===== config.mk =====
export PLATFORM = sky130hd
export DESIGN_NAME = sha256_block_ctrl
export DESIGN_NICKNAME = d
export VERILOG_FILES = /design/src/rtl/sha256_pkg.sv /design/src/rtl/sha256_word_buf.sv /design/src/rtl/sha256_block_ctrl.sv
export SDC_FILE = /design/constraint.sdc
export NUM_CORES = 2
export LEC_CHECK = 0
export CAP_MARGIN = 20
export CORE_MARGIN = 2
export CORE_UTILIZATION = 26
export CTS_CLUSTER_SIZE = 25
export DETAILED_ROUTE_END_ITERATION = 10
export SLEW_MARGIN = 20
export SYNTH_ARGS = -nofsm -noshare
export SYNTH_HDL_FRONTEND = slang
export SYNTH_SLANG_ARGS = --single-unit

===== constraint.sdc =====
create_clock -name clk -period 4.3 [get_ports clk]
set_input_delay 0.645 -clock clk [delete_from_list [all_inputs] [get_ports clk]]
set_output_delay 0.645 -clock clk [all_outputs]
set_load 0.02 [all_outputs]

===== src/rtl/sha256_pkg.sv =====
// Shared SHA-256 constants, controller state encoding and the chaining-state adder.
package sha256_pkg;

  typedef enum logic [1:0] {
    ST_LOAD  = 2'd0,
    ST_RUN   = 2'd1,
    ST_DRAIN = 2'd2,
    ST_ACCUM = 2'd3
  } state_e;

  localparam int         BLOCK_WORDS = 16;
  localparam logic [5:0] LAST_ROUND  = 6'd63;

  localparam logic [31:0] IV0 = 32'h6a09e667;
  localparam logic [31:0] IV1 = 32'hbb67ae85;
  localparam logic [31:0] IV2 = 32'h3c6ef372;
  localparam logic [31:0] IV3 = 32'ha54ff53a;
  localparam logic [31:0] IV4 = 32'h510e527f;
  localparam logic [31:0] IV5 = 32'h9b05688c;
  localparam logic [31:0] IV6 = 32'h1f83d9ab;
  localparam logic [31:0] IV7 = 32'h5be0cd19;

  // {H0..H7}, H0 in the most significant word.
  localparam logic [255:0] SHA256_IV = {IV0, IV1, IV2, IV3, IV4, IV5, IV6, IV7};

  // Word-wise mod 2^32 addition of two packed {A..H} states.
  function automatic logic [255:0] add_state(input logic [255:0] h, input logic [255:0] x);
    logic [255:0] r;
    r = '0;
    for (int i = 0; i < 8; i++) begin
      r[i*32 +: 32] = h[i*32 +: 32] + x[i*32 +: 32];
    end
    return r;
  endfunction

endpackage


===== src/rtl/sha256_word_buf.sv =====
// 16x32 message block buffer: registered write by load index, combinational read by round.
module sha256_word_buf
  import sha256_pkg::*;
(
  input  logic        clk,
  input  logic        we,
  input  logic [3:0]  waddr,
  input  logic [31:0] wdata,
  input  logic [3:0]  raddr,
  output logic [31:0] rdata
);

  logic [31:0] mem [BLOCK_WORDS];

  // Store one message word per accepted handshake.
  always_ff @(posedge clk) begin
    if (we) begin
      mem[waddr] <= wdata;
    end
  end

  assign rdata = mem[raddr];

endmodule


===== src/rtl/sha256_block_ctrl.sv =====
// Block sequencer for the SHA-256 generator: buffers a 512-bit block, walks the
// generator through 64 rounds, and folds the result into the chaining state.
//
// Message handshake: a word transfers on a rising clk edge where msg_valid and
// msg_ready are both high; msg_word/msg_first/msg_last must be stable while
// msg_valid is high; msg_ready never depends on msg_valid.
module sha256_block_ctrl
  import sha256_pkg::*;
(
  input  logic         clk,
  input  logic         rst_n,
  input  logic         msg_valid,
  output logic         msg_ready,
  input  logic [31:0]  msg_word,
  input  logic         msg_first,
  input  logic         msg_last,
  output logic [5:0]   gen_counter,
  output logic [31:0]  gen_word,
  output logic [255:0] gen_state_in,
  input  logic         gen_ready,
  input  logic [31:0]  gen_a_outa,
  input  logic [31:0]  gen_a_outb,
  input  logic [223:0] gen_state_out,
  output logic [255:0] digest,
  output logic         digest_valid,
  output logic         busy,
  output state_e       dbg_state
);

  state_e         state;
  state_e         state_next;
  logic [3:0]     idx;
  logic           last_blk;
  logic [5:0]     round;
  logic [255:0]   hash;
  logic [255:0]   digest_r;
  logic           digest_valid_r;
  logic [31:0]    buf_rdata;
  logic           hs;
  logic [31:0]    x_a;
  logic [255:0]   sum;

  assign msg_ready = rst_n & (state == ST_LOAD);
  assign hs        = msg_valid & msg_ready;

  sha256_word_buf u_buf (
    .clk   (clk),
    .we    (hs),
    .waddr (idx),
    .wdata (msg_word),
    .raddr (round[3:0]),
    .rdata (buf_rdata)
  );

  // State register.
  always_ff @(posedge clk) begin
    if (!rst_n) begin
      state <= ST_LOAD;
    end else begin
      state <= state_next;
    end
  end

  // Next-state logic: load 16 words, run 64 rounds, wait for the pipeline, accumulate.
  always_comb begin
    state_next = state;
    case (state)
      ST_LOAD:  if (hs && idx == 4'd15) state_next = ST_RUN;
      ST_RUN:   if (round == LAST_ROUND) state_next = ST_DRAIN;
      ST_DRAIN: if (gen_ready) state_next = ST_ACCUM;
      ST_ACCUM: state_next = ST_LOAD;
      default:  state_next = ST_LOAD;
    endcase
  end

  // Load index and the last-block flag captured with word 15.
  always_ff @(posedge clk) begin
    if (!rst_n) begin
      idx      <= 4'd0;
      last_blk <= 1'b0;
    end else if (hs) begin
      idx <= idx + 4'd1;
      if (idx == 4'd15) begin
        last_blk <= msg_last;
      end
    end
  end

  // Round counter: counts in RUN, parks at 63 in DRAIN, zero elsewhere.
  always_ff @(posedge clk) begin
    if (!rst_n) begin
      round <= 6'd0;
    end else begin
      case (state)
        ST_RUN:   round <= (round == LAST_ROUND) ? round : round + 6'd1;
        ST_DRAIN: round <= gen_ready ? 6'd0 : round;
        default:  round <= 6'd0;
      endcase
    end
  end

  // Generator feed-forward sum; A arrives in carry-save form.
  assign x_a = gen_a_outa + gen_a_outb;
  assign sum = add_state(hash, {x_a, gen_state_out});

  // Chaining state and digest: IV on a new message, accumulate after each block.
  always_ff @(posedge clk) begin
    if (!rst_n) begin
      hash           <= SHA256_IV;
      digest_r       <= '0;
      digest_valid_r <= 1'b0;
    end else begin
      digest_valid_r <= 1'b0;
      if (hs && idx == 4'd0 && msg_first) begin
        hash <= SHA256_IV;
      end
      if (state == ST_ACCUM) begin
        if (last_blk) begin
          digest_r       <= sum;
          hash           <= SHA256_IV;
          digest_valid_r <= 1'b1;
        end else begin
          hash <= sum;
        end
      end
    end
  end

  assign gen_counter  = round;
  assign gen_word     = (state == ST_RUN && round < 6'(BLOCK_WORDS)) ? buf_rdata : 32'd0;
  assign gen_state_in = hash;
  assign digest       = digest_r;
  assign digest_valid = digest_valid_r;
  assign busy         = (state != ST_LOAD);
  assign dbg_state    = state;

endmodule


==> run metrics <==
status=finished clean; initial antenna violation count=36; FMAX=approximately 240 MHz; VDD IR-drop max=0.3729 mV; Die W=443.7 µm; post-synth top area share=0.3059; Leak=23.87 nW; largest net degree at the start of global routing=approximately 120; synthesized flop and latch total=1042; Placeable Area=192400 µm²; drt first pass iters=5; GRT overflow=0; pwr/cell area=~380 nW/µm²; CTS Buf Count=121; gp weighted congestion=0.9551; final setup skew=roughly 80 ps; Cell Rows=about 160; final slew viol count=0; Syn Std Cell Area=50260 µm²; Vias=40440; Worst-Margin Slew=between 1000 and 1500 ps; WP data required=3650 ps; worst rel slew slack=0.3185; total power=between 20 and 30 mW; Startpoint Class=register; Setup WS post-layout=184.3 ps; Synth area leaders=edfxtp_1 (31%), dfxtp_1 (21%), mux4_2 (7.2%); Post-synth top flop=dfxtp_1; Clock Latency Late Sink=slightly above 800 ps; # hold bufs at CTS=0; Via density=5.065; Tcrit/Tclk final=0.9571; placed instance area=62430 µm²; die area=around 200000 µm²; dpl cells=7739; drt drc=0; CTS tree=done; Clock H-tree levels=3; DR WL/cell=27.86 µm; post-DP HPWL=164.4 mm; Detailed Route Iter0 Violations=3406; CP Capture Type=output pin; CP Data Arrival Time=roughly 3500 ps; Seq/Total Area, Yosys=0.5170; cell family with most CP delay=buffers and inverters; EDFF count, synth=512; worst path cell trace=buf_16 -> buf_6 -> mux4_2 -> mux4_2 -> nor2b_1 -> clkdlybuf4s50_1; Top Ports=881; input/output buffers=880; P&R area growth vs syn=32.80%; clock root buffer=clkbuf_16; Clock transition at path regs=70 ps; Design Area, Final=~67000 µm²; GRT Overall Usage=0.2178; RSZ-0062 raised after global routing=false; CP peak stage delay=approximately 570 ps; Hold Crit Class=in -> reg; first-pass GRT wire length=between 300 and 400 mm; pre-CTS setup slack=-543.1 ps; Starting Density=0.2613; Final min period=4116 ps; largest area contributor in the netlist=edfxtp_1; Layout Cells excl Fill=7984; max cap viols=0; syn_nets=5087; die height=443.7 µm; final antenna-violating net count=0; # clock sinks=1042; synth warn=0; ys async rst share=0; DRT Wirelength=222.4 mm; vias in the first global route=39740; most used cell, CP=mux4_2; Fill cells=18940; post-synthesis average cell area=~11 µm²; Critical-path top delay cell=clkdlybuf4s50_1; final hold vios=0; worst setup path class=reg -> out; post-synthesis cell count=4465; share of cells above drive strength 1=0.09432; Yosys cell types=82; CP max FO=13; WP buf/inv=3; nets=5964; buffer depth of the longest clock path=3; final setup vio count=0
[worst paths after layout]
check	startpoint	slack, ps	cells after the start	endpoint
worst max-delay path	register	180	6	gen_word[16]
worst max register to register	gen_state_in[224]	290	17	digest[255]
worst min register to register	digest[50]	450	2	digest[50]
worst min-delay path	rst_n	170	3	digest[28]
[synthesized netlist by cell type, types with 15 or more instances]
cell and number:
a21o_1 164, a22oi_1 39, nor3_1 20, buf_2 15, edfxtp_1 512, nand4_1 58, o22ai_1 51, o31ai_1 15
nand2_1 485, a21oi_1 410, o21ai_0 198, o22a_1 43, and3_1 22, and2_1 41, a211oi_1 40, nand2b_1 33
o211ai_1 18, nor2b_1 52, mux2i_1 16, a22o_1 80, o21bai_1 29, o21a_1 31, xnor2_1 143, xor2_1 99
a31oi_1 19, ha_1 257, clkbuf_1 202, nand3_1 45, mux4_2 160, inv_1 87, dfxtp_1 530, fa_1 39
nor2_1 326, buf_1 23
[power by group]
group          total [mW]  switching [mW]  internal, mW
registers            10.5          0.0502          10.5
logic                3.70            2.09          1.61
clock network        10.8            4.59          6.22
[layout by cell type (no fill, tap or decap), drive strengths merged, types with 45 or more instances in the layout]
cell and count:
o21ai 207, clkbuf 155, ha 257, o22ai 51
xnor2 143, clkinv 45, mux4 160, clkdlybuf4s50 873
nand2 485, dfxtp 530, buf 113, a21oi 412
edfxtp 512, inv 95, xor2 99, a21o 164
nand3 45, nor2 326, a22o 80, nand4 58
nor2b 52
[logic make-up (layout without fill, tap and decap cells)]
family | Yosys count | in the layout | share of synthesized area
AND/OR/NAND/NOR | 1128 | 1128 | 0.09980
flip-flops | 1042 | 1042 | 0.5170
XOR/XNOR | 242 | 242 | 0.04217
adder cells (fa/ha/maj) | 296 | 296 | 0.07951
other | 0 | 19 | 0
multiplexers | 179 | 179 | 0.07555
AO/OA/AOI/OAI | 1248 | 1248 | 0.1608
buffers and inverters | 330 | 1304 | 0.02517
[stage by stage]
stage	hold WS (ps)	setup TNS [ps]	utilization
2_1_floorplan	465.9	0	-
3_3_place_gp	440.1	-7495	0.3245
3_5_place_dp	446.5	-6828	0.3245
4_1_cts	95.54	-45.86	0.3462
5_1_grt	144.1	0	0.3469
6_report	174.8	0	0.3470
[area by class of cell]
| class | instances | area (µm²) | share of cell area |
|---|---|---|---|
| Sequential cell | 1042 | 25990 | 0.3894 |
| Timing Repair Buffer | 995 | 9961 | 0.1492 |
| Clock buffer | 152 | 3284 | 0.04921 |
| Multi-Input combinational cell | 3093 | 23100 | 0.3460 |
| Tap cell | 2526 | 3161 | 0.04735 |
| Clock inverter | 68 | 863.3 | 0.01293 |
| Inverter | 89 | 341.6 | 0.005117 |
| Antenna cell | 19 | 47.55 | 0.0007123 |
[what timing repair did]
action	in CTS	in global routing
endpoints found under the hold margin	0	0
gates resized for setup	10	2
endpoints found under the setup margin	14	25
buffers inserted	0	3
gates cloned	0	3
pin swaps	0	0
[layer usage]
layer,vias to the layer above,GRT usage,wire length (µm)
met5,-,0,78
met4,10,0.1338,15210
met3,421,0.05291,15400
met2,1484,0.3845,112400
met1,20160,0.2339,79340
li1,18370,-,-
[flip-flops by register name (all words and copies together) (netlist names), named ones only]
signal	count
dbg_state	2
u_buf.mem	512
idx	4
digest	256
last_blk	1
digest_valid	1
gen_state_in	256
gen_counter	6
[worst min-delay path: cells and delay by family]
family | cells | cell delay, ps
compound gates | 1 | 60
buf+inv | 1 | 150
simple gates | 1 | 80
No activity file was read; power rests on OpenSTA's default activity.
